--- config.mk ---
export PLATFORM = sky130hd
export DESIGN_NAME = md5_block_sequencer
export DESIGN_NICKNAME = d
export VERILOG_FILES = /design/src/rtl/md5_block_sequencer.sv
export SDC_FILE = /design/constraint.sdc
export NUM_CORES = 1
export LEC_CHECK = 0
export CORE_MARGIN = 5
export CORE_UTILIZATION = 40
export DETAILED_ROUTE_END_ITERATION = 16
export PLACE_DENSITY = 0.73
export SLEW_MARGIN = 20
export SYNTH_ARGS = -nofsm -noshare
export SYNTH_HDL_FRONTEND = slang
export SYNTH_SLANG_ARGS = --single-unit
--- constraint.sdc ---
create_clock -name clk -period 21.3 [get_ports clk]
set_input_delay 4.26 -clock clk [delete_from_list [all_inputs] [get_ports clk]]
set_output_delay 4.26 -clock clk [all_outputs]
set_load 0.01 [all_outputs]
--- src/rtl/md5_block_sequencer.sv ---
// Streams 512-bit blocks from the message RAM into the MD5 core and stores the resulting digests.
// Defining MD5_SEQ_TIMEOUT_EN enables a watchdog on the core done pulse.
module md5_block_sequencer #(
  parameter int TIMEOUT_CYCLES = 4096,
  parameter int MSG_AW         = 9,
  parameter int DIG_AW         = 7
) (
  input  logic              clk,
  input  logic              reset,
  input  logic              ctrl_start,
  input  logic              ctrl_abort,
  input  logic              ctrl_chain,
  input  logic [5:0]        ctrl_nblocks,
  output logic              ctrl_busy,
  output logic              ctrl_done,
  output logic              ctrl_error,
  output logic [5:0]        ctrl_blocks_done,
  output logic [MSG_AW-1:0] msg_raddr,
  input  logic [31:0]       msg_rdata,
  output logic              core_reset,
  output logic              core_start,
  output logic              core_chain,
  output logic [31:0]       core_word,
  output logic [3:0]        core_word_idx,
  output logic              core_word_valid,
  input  logic              core_done,
  input  logic [127:0]      core_digest,
  output logic [DIG_AW-1:0] dig_waddr,
  output logic [31:0]       dig_wdata,
  output logic              dig_we
);

`ifdef MD5_SEQ_TIMEOUT_EN
  localparam bit TO_EN = 1'b1;
`else
  localparam bit TO_EN = 1'b0;
`endif

  typedef enum logic [2:0] {S_IDLE, S_FETCH, S_FIRE, S_WAIT, S_WRITE, S_NEXT} state_t;

  state_t            state_q, state_d;
  logic              start_prev_q;
  logic              chain_q, chain_d;
  logic [5:0]        nblk_q, nblk_d;
  logic [4:0]        blk_q, blk_d;
  logic [4:0]        k_q, k_d;
  logic [31:0]       wcnt_q, wcnt_d;
  logic              busy_q, busy_d, done_q, done_d, err_q, err_d;
  logic [5:0]        bdone_q, bdone_d;
  logic              wvalid_q, wvalid_d;
  logic [3:0]        widx_q, widx_d;
  logic              cstart_q, cstart_d, cchain_q, cchain_d, creset_q, creset_d;
  logic              we_q, we_d;
  logic [DIG_AW-1:0] waddr_q, waddr_d;
  logic [31:0]       wdata_q, wdata_d;
  logic [95:0]       dig_hi_q;

  logic start_edge, nblk_ok, last_blk, wr_needed, timeout_hit;

  function automatic logic [DIG_AW-1:0] dig_addr(input logic chain, input logic [4:0] blk,
                                                 input logic [1:0] i);
    return chain ? DIG_AW'(i) : DIG_AW'({blk, i});
  endfunction

  assign start_edge  = ctrl_start & ~start_prev_q;
  assign nblk_ok     = (ctrl_nblocks != 6'd0) && (ctrl_nblocks <= 6'd32);
  assign last_blk    = (({1'b0, blk_q} + 6'd1) == nblk_q);
  assign wr_needed   = !chain_q || last_blk;
  assign timeout_hit = TO_EN && ((wcnt_q + 32'd1) == 32'(TIMEOUT_CYCLES));

  always_comb begin
    state_d  = state_q;
    chain_d  = chain_q;
    nblk_d   = nblk_q;
    blk_d    = blk_q;
    k_d      = k_q;
    wcnt_d   = wcnt_q;
    busy_d   = busy_q;
    done_d   = done_q;
    err_d    = err_q;
    bdone_d  = bdone_q;
    wvalid_d = 1'b0;
    widx_d   = '0;
    cstart_d = 1'b0;
    cchain_d = 1'b0;
    creset_d = 1'b0;
    we_d     = 1'b0;
    waddr_d  = waddr_q;
    wdata_d  = wdata_q;

    case (state_q)
      S_IDLE: begin
        if (start_edge && !ctrl_abort) begin
          if (nblk_ok) begin
            chain_d = ctrl_chain;
            nblk_d  = ctrl_nblocks;
            done_d  = 1'b0;
            err_d   = 1'b0;
            bdone_d = '0;
            busy_d  = 1'b1;
            blk_d   = '0;
            k_d     = '0;
            state_d = S_FETCH;
          end else begin
            err_d  = 1'b1;
            done_d = 1'b1;
          end
        end
      end
      S_FETCH: begin
        // RAM data lags the address by one cycle, so the valid strobe trails k by one.
        if (k_q < 5'd16) begin
          wvalid_d = 1'b1;
          widx_d   = k_q[3:0];
          k_d      = k_q + 5'd1;
        end else begin
          cstart_d = 1'b1;
          cchain_d = chain_q && (blk_q != 5'd0);
          state_d  = S_FIRE;
        end
      end
      S_FIRE: begin
        wcnt_d  = '0;
        state_d = S_WAIT;
      end
      S_WAIT: begin
        if (core_done) begin
          if (wr_needed) begin
            we_d    = 1'b1;
            waddr_d = dig_addr(chain_q, blk_q, 2'd0);
            wdata_d = core_digest[31:0];
            k_d     = '0;
            state_d = S_WRITE;
          end else begin
            state_d = S_NEXT;
          end
        end else if (timeout_hit) begin
          creset_d = 1'b1;
          err_d    = 1'b1;
          done_d   = 1'b1;
          busy_d   = 1'b0;
          state_d  = S_IDLE;
        end else begin
          wcnt_d = wcnt_q + 32'd1;
        end
      end
      S_WRITE: begin
        if (k_q == 5'd3) begin
          state_d = S_NEXT;
        end else begin
          we_d    = 1'b1;
          waddr_d = dig_addr(chain_q, blk_q, k_q[1:0] + 2'd1);
          wdata_d = dig_hi_q[{k_q[1:0], 5'd0} +: 32];
          k_d     = k_q + 5'd1;
        end
      end
      S_NEXT: begin
        bdone_d = bdone_q + 6'd1;
        if (last_blk) begin
          busy_d  = 1'b0;
          done_d  = 1'b1;
          state_d = S_IDLE;
        end else begin
          blk_d   = blk_q + 5'd1;
          k_d     = '0;
          state_d = S_FETCH;
        end
      end
      default: state_d = S_IDLE;
    endcase

    // Abort overrides everything else, including a done pulse arriving in WAIT.
    if (ctrl_abort && (state_q != S_IDLE)) begin
      state_d  = S_IDLE;
      creset_d = 1'b1;
      busy_d   = 1'b0;
      done_d   = 1'b0;
      err_d    = 1'b0;
      bdone_d  = bdone_q;
      wvalid_d = 1'b0;
      cstart_d = 1'b0;
      cchain_d = 1'b0;
      we_d     = 1'b0;
    end
  end

  always_ff @(posedge clk) begin
    if (reset) begin
      state_q      <= S_IDLE;
      start_prev_q <= 1'b0;
      chain_q      <= 1'b0;
      nblk_q       <= '0;
      blk_q        <= '0;
      k_q          <= '0;
      wcnt_q       <= '0;
      busy_q       <= 1'b0;
      done_q       <= 1'b0;
      err_q        <= 1'b0;
      bdone_q      <= '0;
      wvalid_q     <= 1'b0;
      widx_q       <= '0;
      cstart_q     <= 1'b0;
      cchain_q     <= 1'b0;
      creset_q     <= 1'b0;
      we_q         <= 1'b0;
      waddr_q      <= '0;
      wdata_q      <= '0;
    end else begin
      state_q      <= state_d;
      start_prev_q <= ctrl_start;
      chain_q      <= chain_d;
      nblk_q       <= nblk_d;
      blk_q        <= blk_d;
      k_q          <= k_d;
      wcnt_q       <= wcnt_d;
      busy_q       <= busy_d;
      done_q       <= done_d;
      err_q        <= err_d;
      bdone_q      <= bdone_d;
      wvalid_q     <= wvalid_d;
      widx_q       <= widx_d;
      cstart_q     <= cstart_d;
      cchain_q     <= cchain_d;
      creset_q     <= creset_d;
      we_q         <= we_d;
      waddr_q      <= waddr_d;
      wdata_q      <= wdata_d;
    end
  end

  // Word 0 goes out directly on the done cycle; only words 1..3 need holding.
  always_ff @(posedge clk) begin
    if (state_q == S_WAIT && core_done) dig_hi_q <= core_digest[127:32];
  end

  assign msg_raddr        = (state_q == S_FETCH && k_q < 5'd16) ? MSG_AW'({blk_q, k_q[3:0]}) : '0;
  assign core_word        = wvalid_q ? msg_rdata : 32'd0;
  assign core_word_valid  = wvalid_q;
  assign core_word_idx    = widx_q;
  assign core_start       = cstart_q;
  assign core_chain       = cchain_q;
  assign core_reset       = creset_q;
  assign dig_we           = we_q;
  assign dig_waddr        = waddr_q;
  assign dig_wdata        = wdata_q;
  assign ctrl_busy        = busy_q;
  assign ctrl_done        = done_q;
  assign ctrl_error       = err_q;
  assign ctrl_blocks_done = bdone_q;

endmodule

==> results.py <==
metrics = {
    "run_status": {
        "status": "completed",
    },
    "clock_network": {
        "cts_sinks": 174,
        "cts_hold_buf": 0,
        "cts_max_level": 4,
        "cts_tree": "yes",
        "cts.path.max_buffers": 2,
        "cts_buffers": 17,
        "clkLatencyLatePin_ns": 0.43,
        "clk_pin_slew_ns": 0.07,
        "cts_setup_buffers": 0,
        "root_buffer": "clkbuf_16",
        "cts_resized": 0,
    },
    "global_routing": {
        "grt_max_degree": 68,
        "grt-ovfl-total": 0,
        "grt_use_total": 0.201,
        "grt_antenna_before_repair": 0,
        "grt_pass1_wl_um": 34000,
        "grt_pass1_vias": 6247,
    },
    "critical_path": {
        "max_stage_delay_ns": 0.54,
        "cp_top_family": "buffers and inverters",
        "r2r-start": "k_q[1]",
        "worstPathRequired_ns": 17.04,
        "critical_path_class": "primary input to primary output",
        "cp-end-kind": "primary output",
        "slowest_stage": "clkdlybuf4s50_1",
        "critPathBufInv": 2,
        "crit_arrival_ns": 5.41,
        "path_common_cell": "clkdlybuf4s50_1",
        "cp_max_fo": 1,
        "start_kind": "primary input",
        "path_cells": "clkdlybuf4s50_1, and2_1, clkdlybuf4s50_1",
        "critPathLaunch": "msg_rdata[6]",
    },
    "sta": {
        "setup_viol": 0,
        "finClkSkew_ns": 0.00983,
        "min_period_ns": 9.67,
        "worst_slew_pin_slew_ns": 1.18,
        "relSlewSlack": 0.209,
        "slew_violations": 0,
        "period_share": 0.454,
        "clock.fmax_ghz": 0.103,
        "finalHoldViolations": 0,
        "rsz0062_at_grt": "no",
        "fin_ws_ns": 11.63,
        "tns_ns": 0,
    },
    "flow_run": {
        "cap_violations": 0,
    },
    "route": {
        "drtAntennaViolNets": 0,
        "drt_pass1_iterations": 4,
        "viasPerCell": 5.47,
        "drt_iter0_drc": 382,
        "routed_wl_um": 22200,
        "post_drt_wl_per_cell_um": 19.3,
        "drcViolationCount": 0,
        "via_count": 6284,
    },
    "die": {
        "dieArea_sq_um": 21500,
        "start_util": 0.402,
        "rows": 50,
        "die_w_um": 146,
        "dieHeight_um": 146,
        "core_region_area_sq_um": 18500,
        "io_pins": 270,
    },
    "layout": {
        "final_util": 0.590,
        "fillers": 1554,
        "drive_gt1_frac": 0.0667,
        "layout_common_cells": "clkdlybuf4s50_1, edfxtp_1, dfxtp_1",
        "syn2layout_area_growth_pct": 46.6,
        "num-nets-final": 1078,
        "fin_cells": 1149,
        "layout_commonest_cell": "clkdlybuf4s50_1",
        "diodes": 0,
    },
    "synthesis": {
        "synthFlopType": "edfxtp_1",
        "synth_cells": 660,
        "synth_seq_area_share": 0.597,
        "ys_warn_count": 0,
        "synth-seq-cells": 174,
        "synthArstFlopShare": 0,
        "syn_nets": 836,
        "synth-edff-count": 96,
        "synthDistinctLibCells": 51,
        "syn_avg_cell_area_sq_um": 11.3,
        "synth_area_sq_um": 7450,
    },
    "power": {
        "p_int_w": 0.000555,
        "pwr_density_cell_nw_per_um2": 65.9,
        "clockPowerShare": 0.433,
        "swShare": 0.228,
        "power_frac_comb": 0.072,
        "seq_power_share": 0.495,
        "leakage_nw": 3.54,
        "p_sw_w": 0.000164,
        "peakVddDrop_uv": 54.9,
    },
    "placement": {
        "place_hpwl_um": 14900,
        "dp_cells": 1117,
        "dp_slack_ns": 11.60,
        "port_buffers": 269,
        "place_congestion": 0.819,
    },
    "hold_path": {
        "min-delay-start": "dig_wdata[30]",
        "hp-class": "flip-flop to flip-flop",
    },
}
## final timing paths
path,to,slack (ns),cells after the start
setup / recovery,core_word[6],11.63,3
hold / removal,dig_wdata[30],0.47,2
setup reg to reg,k_q[1],17.93,8
hold reg to reg,dig_wdata[30],0.47,2
## final cells by class
class                      instances  area (sq um)  share of cell area
inverter                           8          30.0             0.00275
timing repair buffer             277          2770               0.253
sequential                       174          4450               0.407
multi-input combinational        424          2790               0.255
clock inverter                    15           170              0.0156
clock buffer                      17           425              0.0390
tap                              234           293              0.0268
## kinds of logic after synthesis
kind of cell / synth area share
multiplexers: 0.0459
AO/OA/AOI/OAI: 0.166
XOR/XNOR: 0.0129
buffers and inverters: 0.0343
AND/OR/NAND/NOR: 0.138
adder cells (fa/ha/maj): 0.00672
flip-flops: 0.597
## worst reg2reg max path, delay by kind of cell (launching register included)
family / cells / cell delay, ns
and+or+nand+nor: 3 / 0.94
AOI/OAI and AO/OA: 2 / 0.65
DFF: 1 / 0.35
buffers and inverters: 1 / 0.60
muxes: 1 / 0.34
adders and majority gates: 1 / 0.37
## power groups by stage
stage	sequential, W	combinational [W]	clock, W
floorplan	0.000363	0.0000121	0
global placement	0.000364	0.0000509	0
detailed placement	0.000364	0.0000514	0
CTS	0.000356	0.0000517	0.000318
global route	0.000356	0.0000548	0.000332
finish	0.000356	0.0000515	0.000312
## through the flow
stage | power (W) | instance area (sq um) | hold slack (ns)
after global placement | 0.000414 | 10300 | 0.461
after floorplan | 0.000375 | 7450 | 0.448
after detailed placement | 0.000415 | 10300 | 0.465
after CTS | 0.000725 | 10900 | 0.477
after global routing | 0.000743 | 10900 | 0.498
final | 0.000719 | 10900 | 0.474
## synthesized netlist by cell type (6+ instances only)
library cell / count / share of area
nand3_1: 9 / 0.0060
edfxtp_1: 96 / 0.39
mux2i_1: 33 / 0.044
nor3b_1: 6 / 0.0060
nor4_1: 7 / 0.0059
and2_1: 37 / 0.031
o211ai_1: 34 / 0.034
dfxtp_1: 78 / 0.21
clkbuf_1: 37 / 0.019
o21ai_0: 45 / 0.030
inv_1: 8 / 0.0040
a21oi_1: 52 / 0.035
nand2_1: 57 / 0.029
nor2_1: 20 / 0.010
xor2_1: 8 / 0.0094
buf_2: 12 / 0.0081
nor3_1: 9 / 0.0060
nor2b_1: 7 / 0.0059
o2111ai_1: 34 / 0.040
and3_1: 10 / 0.0084
## layer usage
layer  up-vias  global-route usage  share of wire
met4         0              0.0579          0.017
li1       2964                   -              -
met5         -                   0              0
met3        25              0.0664          0.089
met1      3027               0.239           0.40
met2       268               0.347           0.49
## state kept, by name, indices dropped and copies added, names as in the netlist, 4 cells and up
register,cells
dig_waddr,7
nblk_q,6
ctrl_blocks_done,6
dig_hi_q,96
blk_q,5
k_q,5
dig_wdata,32
core_word_idx,4
Power figures use the tool's default switching activity.
